### config.mk
export PLATFORM = sky130hd
export DESIGN_NAME = dmem_dump_reader_flat
export DESIGN_NICKNAME = d
export VERILOG_FILES = /design/src/rtl/dmem_dump_reader_pkg.sv /design/src/rtl/dmem_dump_reader_if.sv /design/src/rtl/dmem_dump_reader.sv /design/src/flat_wrapper.sv
export SDC_FILE = /design/constraint.sdc
export NUM_CORES = 1
export LEC_CHECK = 0
export ABC_AREA = 1
export CAP_MARGIN = 5
export CORE_UTILIZATION = 44
export DETAILED_ROUTE_END_ITERATION = 10
export PLACE_DENSITY = 0.8
export SETUP_SLACK_MARGIN = 0.15
export SLEW_MARGIN = 20
export SYNTH_ARGS = -nofsm -noshare
export SYNTH_HDL_FRONTEND = slang
export SYNTH_SLANG_ARGS = --single-unit
### constraint.sdc
create_clock -name clk -period 1.2 [get_ports clk]
set_input_delay 0.24 -clock clk [delete_from_list [all_inputs] [get_ports clk]]
set_output_delay 0.24 -clock clk [all_outputs]
set_load 0.01 [all_outputs]
### src/rtl/dmem_dump_reader_pkg.sv
// rtl/dmem_dump_reader_pkg.sv - shared widths, FSM state encoding and byte-lane helper for the data-memory dump reader
package dmem_dump_reader_pkg;

  localparam int DUMP_ADDR_W = 12;
  localparam int DUMP_DATA_W = 32;
  localparam int DUMP_CNT_W  = 11;

  typedef enum logic [1:0] {
    DUMP_IDLE  = 2'd0,
    DUMP_FETCH = 2'd1,
    DUMP_SEND  = 2'd2,
    DUMP_FIN   = 2'd3
  } dump_state_e;

  // Little-endian byte lane select: lane 0 is the least significant byte.
  function automatic logic [7:0] byte_sel(input logic [31:0] word, input logic [1:0] idx);
    return word[8*idx +: 8];
  endfunction

endpackage

### src/rtl/dmem_dump_reader_if.sv
// rtl/dmem_dump_reader_if.sv - BRAM debug read port plus byte-stream tx handshake of the dump reader
interface dmem_dump_reader_if
  import dmem_dump_reader_pkg::*;
#(
  parameter int ADDR_W = DUMP_ADDR_W,
  parameter int DATA_W = DUMP_DATA_W
);

  logic [ADDR_W-1:0] dbg_addr;
  logic [DATA_W-1:0] dbg_data;
  logic [7:0]        tx_data;
  logic              tx_valid;
  logic              tx_ready;

  modport master (
    output dbg_addr,
    output tx_data,
    output tx_valid,
    input  dbg_data,
    input  tx_ready
  );

  modport slave (
    input  dbg_addr,
    input  tx_data,
    input  tx_valid,
    output dbg_data,
    output tx_ready
  );

endinterface

### src/rtl/dmem_dump_reader.sv
// rtl/dmem_dump_reader.sv - streams a word window of data BRAM out as little-endian bytes while stalling the core
module dmem_dump_reader
  import dmem_dump_reader_pkg::*;
#(
  parameter int ADDR_W = DUMP_ADDR_W,
  parameter int DATA_W = DUMP_DATA_W,
  parameter int CNT_W  = DUMP_CNT_W
) (
  input  logic                  clk,
  input  logic                  rst,
  input  logic                  start,
  input  logic [ADDR_W-1:0]     base_addr,
  input  logic [CNT_W-1:0]      word_count,
  output logic                  busy,
  output logic                  done,
  output logic                  cpu_stall,
  dmem_dump_reader_if.master    bus
);

  localparam int PTR_W = ADDR_W - 2;

  dump_state_e       state_q, state_d;
  logic [PTR_W-1:0]  word_ptr_q, word_ptr_d;
  logic [CNT_W-1:0]  words_left_q, words_left_d;
  logic [DATA_W-1:0] word_buf_q, word_buf_d;
  logic [1:0]        byte_idx_q, byte_idx_d;
  logic              tx_valid_q, tx_valid_d;
  logic              done_q, done_d;

  // Byte offset bits of base_addr are deliberately dropped; the window is word aligned.
  logic base_addr_unused;
  assign base_addr_unused = &base_addr[1:0];

  always_comb begin
    state_d      = state_q;
    word_ptr_d   = word_ptr_q;
    words_left_d = words_left_q;
    word_buf_d   = word_buf_q;
    byte_idx_d   = byte_idx_q;
    unique case (state_q)
      DUMP_IDLE: begin
        if (start) begin
          if (word_count != '0) begin
            state_d      = DUMP_FETCH;
            word_ptr_d   = base_addr[ADDR_W-1:2];
            words_left_d = word_count;
          end else begin
            state_d = DUMP_FIN;
          end
        end
      end
      DUMP_FETCH: begin
        word_buf_d = bus.dbg_data;
        byte_idx_d = 2'd0;
        state_d    = DUMP_SEND;
      end
      DUMP_SEND: begin
        if (bus.tx_ready) begin
          if (byte_idx_q != 2'd3) begin
            byte_idx_d = byte_idx_q + 2'd1;
          end else begin
            words_left_d = words_left_q - CNT_W'(1);
            // word_ptr is exactly PTR_W bits, so this increment wraps at the top of the BRAM.
            word_ptr_d   = word_ptr_q + PTR_W'(1);
            state_d      = (words_left_q > CNT_W'(1)) ? DUMP_FETCH : DUMP_FIN;
          end
        end
      end
      DUMP_FIN: begin
        state_d = DUMP_IDLE;
      end
      default: begin
        state_d = DUMP_IDLE;
      end
    endcase
    tx_valid_d = (state_d == DUMP_SEND);
    done_d     = (state_q == DUMP_FIN);
  end

  always_ff @(posedge clk) begin
    if (!rst) begin
      state_q      <= DUMP_IDLE;
      word_ptr_q   <= '0;
      words_left_q <= '0;
      word_buf_q   <= '0;
      byte_idx_q   <= 2'd0;
      tx_valid_q   <= 1'b0;
      done_q       <= 1'b0;
    end else begin
      state_q      <= state_d;
      word_ptr_q   <= word_ptr_d;
      words_left_q <= words_left_d;
      word_buf_q   <= word_buf_d;
      byte_idx_q   <= byte_idx_d;
      tx_valid_q   <= tx_valid_d;
      done_q       <= done_d;
    end
  end

  assign busy         = (state_q != DUMP_IDLE);
  assign cpu_stall    = busy;
  assign done         = done_q;
  assign bus.dbg_addr = {word_ptr_q, 2'b00};
  assign bus.tx_valid = tx_valid_q;
  assign bus.tx_data  = byte_sel(word_buf_q, byte_idx_q);

endmodule

### src/flat_wrapper.sv
// flat-port wrapper written by rule: the top's interface ports become plain ports
module dmem_dump_reader_flat import dmem_dump_reader_pkg::*;
#(
  parameter int ADDR_W = DUMP_ADDR_W,
  parameter int DATA_W = DUMP_DATA_W,
  parameter int CNT_W  = DUMP_CNT_W
)
  (clk, rst, start, base_addr, word_count, busy, done, cpu_stall, bus_dbg_addr, bus_tx_data, bus_tx_valid, bus_dbg_data, bus_tx_ready);
  dmem_dump_reader_if #(.ADDR_W(ADDR_W), .DATA_W(DATA_W)) bus_i ();
  input  logic clk;
  input  logic rst;
  input  logic start;
  input  logic [ADDR_W-1:0] base_addr;
  input  logic [CNT_W-1:0] word_count;
  output logic busy;
  output logic done;
  output logic cpu_stall;
  output wire logic [$bits(bus_i.dbg_addr)-1:0] bus_dbg_addr;
  output wire logic [$bits(bus_i.tx_data)-1:0] bus_tx_data;
  output wire logic [$bits(bus_i.tx_valid)-1:0] bus_tx_valid;
  input wire logic [$bits(bus_i.dbg_data)-1:0] bus_dbg_data;
  input wire logic [$bits(bus_i.tx_ready)-1:0] bus_tx_ready;
  assign bus_dbg_addr = bus_i.dbg_addr;
  assign bus_tx_data = bus_i.tx_data;
  assign bus_tx_valid = bus_i.tx_valid;
  assign bus_i.dbg_data = bus_dbg_data;
  assign bus_i.tx_ready = bus_tx_ready;
  dmem_dump_reader #(.ADDR_W(ADDR_W), .DATA_W(DATA_W), .CNT_W(CNT_W)) u_core (.clk(clk), .rst(rst), .start(start), .base_addr(base_addr), .word_count(word_count), .busy(busy), .done(done), .cpu_stall(cpu_stall), .bus(bus_i));
endmodule
==> impl_metrics.env <==
export IMPL_outcome="finished, violations left"
export IMPL_violations="negative setup slack"
export IMPL_p_leak_nw=2.43
export IMPL_synthCells=474
export IMPL_start_util_pct=45.3
export IMPL_syn_area_per_cell_sq_um=6.45
export IMPL_critPathMaxStageDelay_ns=0.42
export IMPL_areaGrowthSynthToFinish_pct=86.4
export IMPL_globalRouteTotalUtil_pct=37.7
export IMPL_portBuffers=78
export IMPL_firstDrtPassIters=5
export IMPL_slew_viol_final=0
export IMPL_slowest_stage="dfxtp_4"
export IMPL_cts_htree_levels=3
export IMPL_rr_worst_depth=11
export IMPL_synth_seq_area_share_pct=38.6
export IMPL_path_clk_slew_ns=0.07
export IMPL_drtIter0Drc=620
export IMPL_whs_path_depth=3
export IMPL_cts_buffers=9
export IMPL_max_cap_violations=0
export IMPL_ir_drop_uv=1480
export IMPL_yosys_warnings=0
export IMPL_ys_types=30
export IMPL_diodes=0
export IMPL_worstPathRequired_ns=1.45
export IMPL_worst_slack_ns=-0.532
export IMPL_chipHeight_um=85.4
export IMPL_synth_area_leaders="dfxtp_1 39%, nor2_1 16%, o21ai_0 11%, nand2_1 10%, inv_1 3.8%"
export IMPL_wl_met1_um=5400
export IMPL_nNetsFinal=684
export IMPL_worst_pin_slew_ns=0.514
export IMPL_crit_cells=11
export IMPL_synth_seq_cells=59
export IMPL_synth_top_area_share_pct=38.6
export IMPL_crit_fanout=6
export IMPL_worstSkewPairLatency_ns=0.37
export IMPL_gp_congestion=0.856
export IMPL_grt_pass1_wl_um=21000
export IMPL_synth_top_area_cell="dfxtp_1"
export IMPL_antenna_found_initial=0
export IMPL_hold_viol=0
export IMPL_ios=83
export IMPL_ant_nets=0
export IMPL_drc=0
export IMPL_wl_met2_um=7470
export IMPL_grt_pass1_vias=4163
export IMPL_fin_skew_ns=0.0134
export IMPL_finalCriticalPeriod_ns=1.73
export IMPL_highest_layer="met4"
export IMPL_cp_buffers_inverters=4
export IMPL_die_w_um=85.4
export IMPL_avgRoutedWirePerCell_um=22.9
export IMPL_overflow=0
export IMPL_core_area_sq_um=6760
export IMPL_crit_family="buffers and inverters"
export IMPL_cpMostUsedCell="nand2_2"
export IMPL_dr_wl_met3_um=1760
export IMPL_clock_sinks=59
export IMPL_period_share_pct=144
export IMPL_cts_root_to_sink_buffers=2
export IMPL_power_density_nw_per_um2=1240
export IMPL_finalSetupTns_ns=-19.84
export IMPL_grt_max_degree=29
export IMPL_power_mw=7.05
export IMPL_rsz0062_at_grt="yes"
export IMPL_cp_start_kind="flop"
export IMPL_cts_hold_buf=0
export IMPL_criticalPathCategory="flop to flop"
export IMPL_dp_hpwl_um=6340
export IMPL_hold_ws_ns=0.461
export IMPL_cts_tree="done"
export IMPL_synth_area_sq_um=3060
export IMPL_fin_util_pct=84.4
export IMPL_nFillCells=322
export IMPL_hold_path_class="input pin to flop"
export IMPL_die_area_sq_um=7290
export IMPL_routed_wl_um=16200
export IMPL_vias=4427
export IMPL_cts_root_buf="clkbuf_8"
export IMPL_drive_above_1_share_pct=44.9
export IMPL_setup_viol=68
export IMPL_cp_arrival_ns=1.98
export IMPL_fmax_mhz=577
export IMPL_end_kind="flop"
export IMPL_slew_headroom_pct=65.7
export IMPL_row_count=30
export IMPL_path_cells="buf_6, ha_4, nand2_2, inv_2, nand2_2, o21ai_4, nand2_4, buf_12, buf_16, nand2_1, a21oi_2"
export IMPL_post_drt_via_cell_ratio=6.27
==> power by group <==
part           total (mW)  switching, mW  leakage, nW  internal [mW]
registers            2.32          0.195        0.492           2.13
clock network        2.61          0.909        0.137           1.71
logic                2.12           1.11         1.81           1.01
==> logic make-up after synthesis <==
group | count (synthesis) | synth area share [%]
AO/OA/AOI/OAI | 104 | 18.8
adder cells (fa/ha/maj) | 4 | 1.64
buffers and inverters | 61 | 8.67
flip-flops | 59 | 38.6
other | 1 | 0.123
AND/OR/NAND/NOR | 245 | 32.2
==> path summary, 6_finish.rpt <==
path	from	end	slack [ns]
max	u_core.byte_idx_q[0]$_SDFFE_PN0P_	u_core.words_left_q[9]$_SDFFE_PN0P_	-0.53
min	bus_dbg_data[5]	u_core.word_buf_q[5]$_SDFFE_PN0P_	0.46
max reg2reg	u_core.byte_idx_q[0]$_SDFFE_PN0P_	u_core.words_left_q[9]$_SDFFE_PN0P_	-0.53
min reg2reg	u_core.word_ptr_q[4]$_SDFFE_PN0P_	u_core.word_ptr_q[4]$_SDFFE_PN0P_	0.50
==> tightest hold or removal path, stage by stage <==
cell and delay (ns):
clkdlybuf4s50_1 0.41, nor2_2 0.10, nor2_1 0.04
==> state kept, by name (all words and copies together), names as in the netlist <==
signal               flops
u_core.bus.tx_valid      1
u_core.byte_idx_q        2
u_core.done              1
u_core.state_q           2
u_core.word_buf_q       32
u_core.word_ptr_q       10
u_core.words_left_q     11
==> cell usage after synthesis, drive strengths merged <==
master and number:
a31oi 1, a211oi 1, conb 1, and2 1, nor3 3, dfxtp 59, nand3 17, a21oi 18
clkbuf 17, nand4 1, nand3b 1, buf 9, o22ai 13, nand2 89, o21ai 71, inv 35
ha 4, nor2 133
==> per-layer routing <==
layer	vias to the layer above	GRT usage, %
met5	-	0
met4	0	22.6
met3	161	9.63
met2	421	63.3
met1	2024	43.3
li1	1821	-
==> cells in the final DEF, fill, tap and decap left out, drive strengths merged, types with 2 or more instances in the layout <==
master / Yosys / layout
nand3: 17 / 17
inv: 35 / 33
clkbuf: 17 / 12
clkdlybuf4s50: 0 / 56
a21oi: 18 / 18
nor3: 3 / 3
ha: 4 / 4
buf: 9 / 105
conb: 1 / 2
bufinv: 0 / 4
o22ai: 13 / 13
o21ai: 71 / 71
nand2: 89 / 89
dfxtp: 59 / 59
nor2: 133 / 133
==> final cells by class <==
class / instances / area (sq um) / share of cell area [%]
Multi-Input combinational cell: 355 / 2190 / 38.5
Timing Repair Buffer: 161 / 1760 / 30.9
Sequential cell: 59 / 1210 / 21.2
Inverter: 35 / 163 / 2.85
Clock buffer: 12 / 155 / 2.72
Clock inverter: 4 / 120 / 2.11
Tap cell: 80 / 100 / 1.76
==> metrics by stage <==
step                      setup WS [ns]  instance area (sq um)  instances
final                            -0.532                   5700        706
after detailed placement         -0.480                   4330        656
after global placement           -0.432                   4330        656
after CTS                        -0.347                   5360        696
after floorplan                 -0.0774                   3180        475
after global routing             -0.762                   5700        706
==> timing repair <==
item                                    4_1_cts  5_1_grt
gates cloned                                 10        0
setup buffers                                14       10
endpoints found under the setup margin       80       80
pin swaps                                    44       39
gates resized for setup                     285       54
Power figures use the tool's default switching activity.
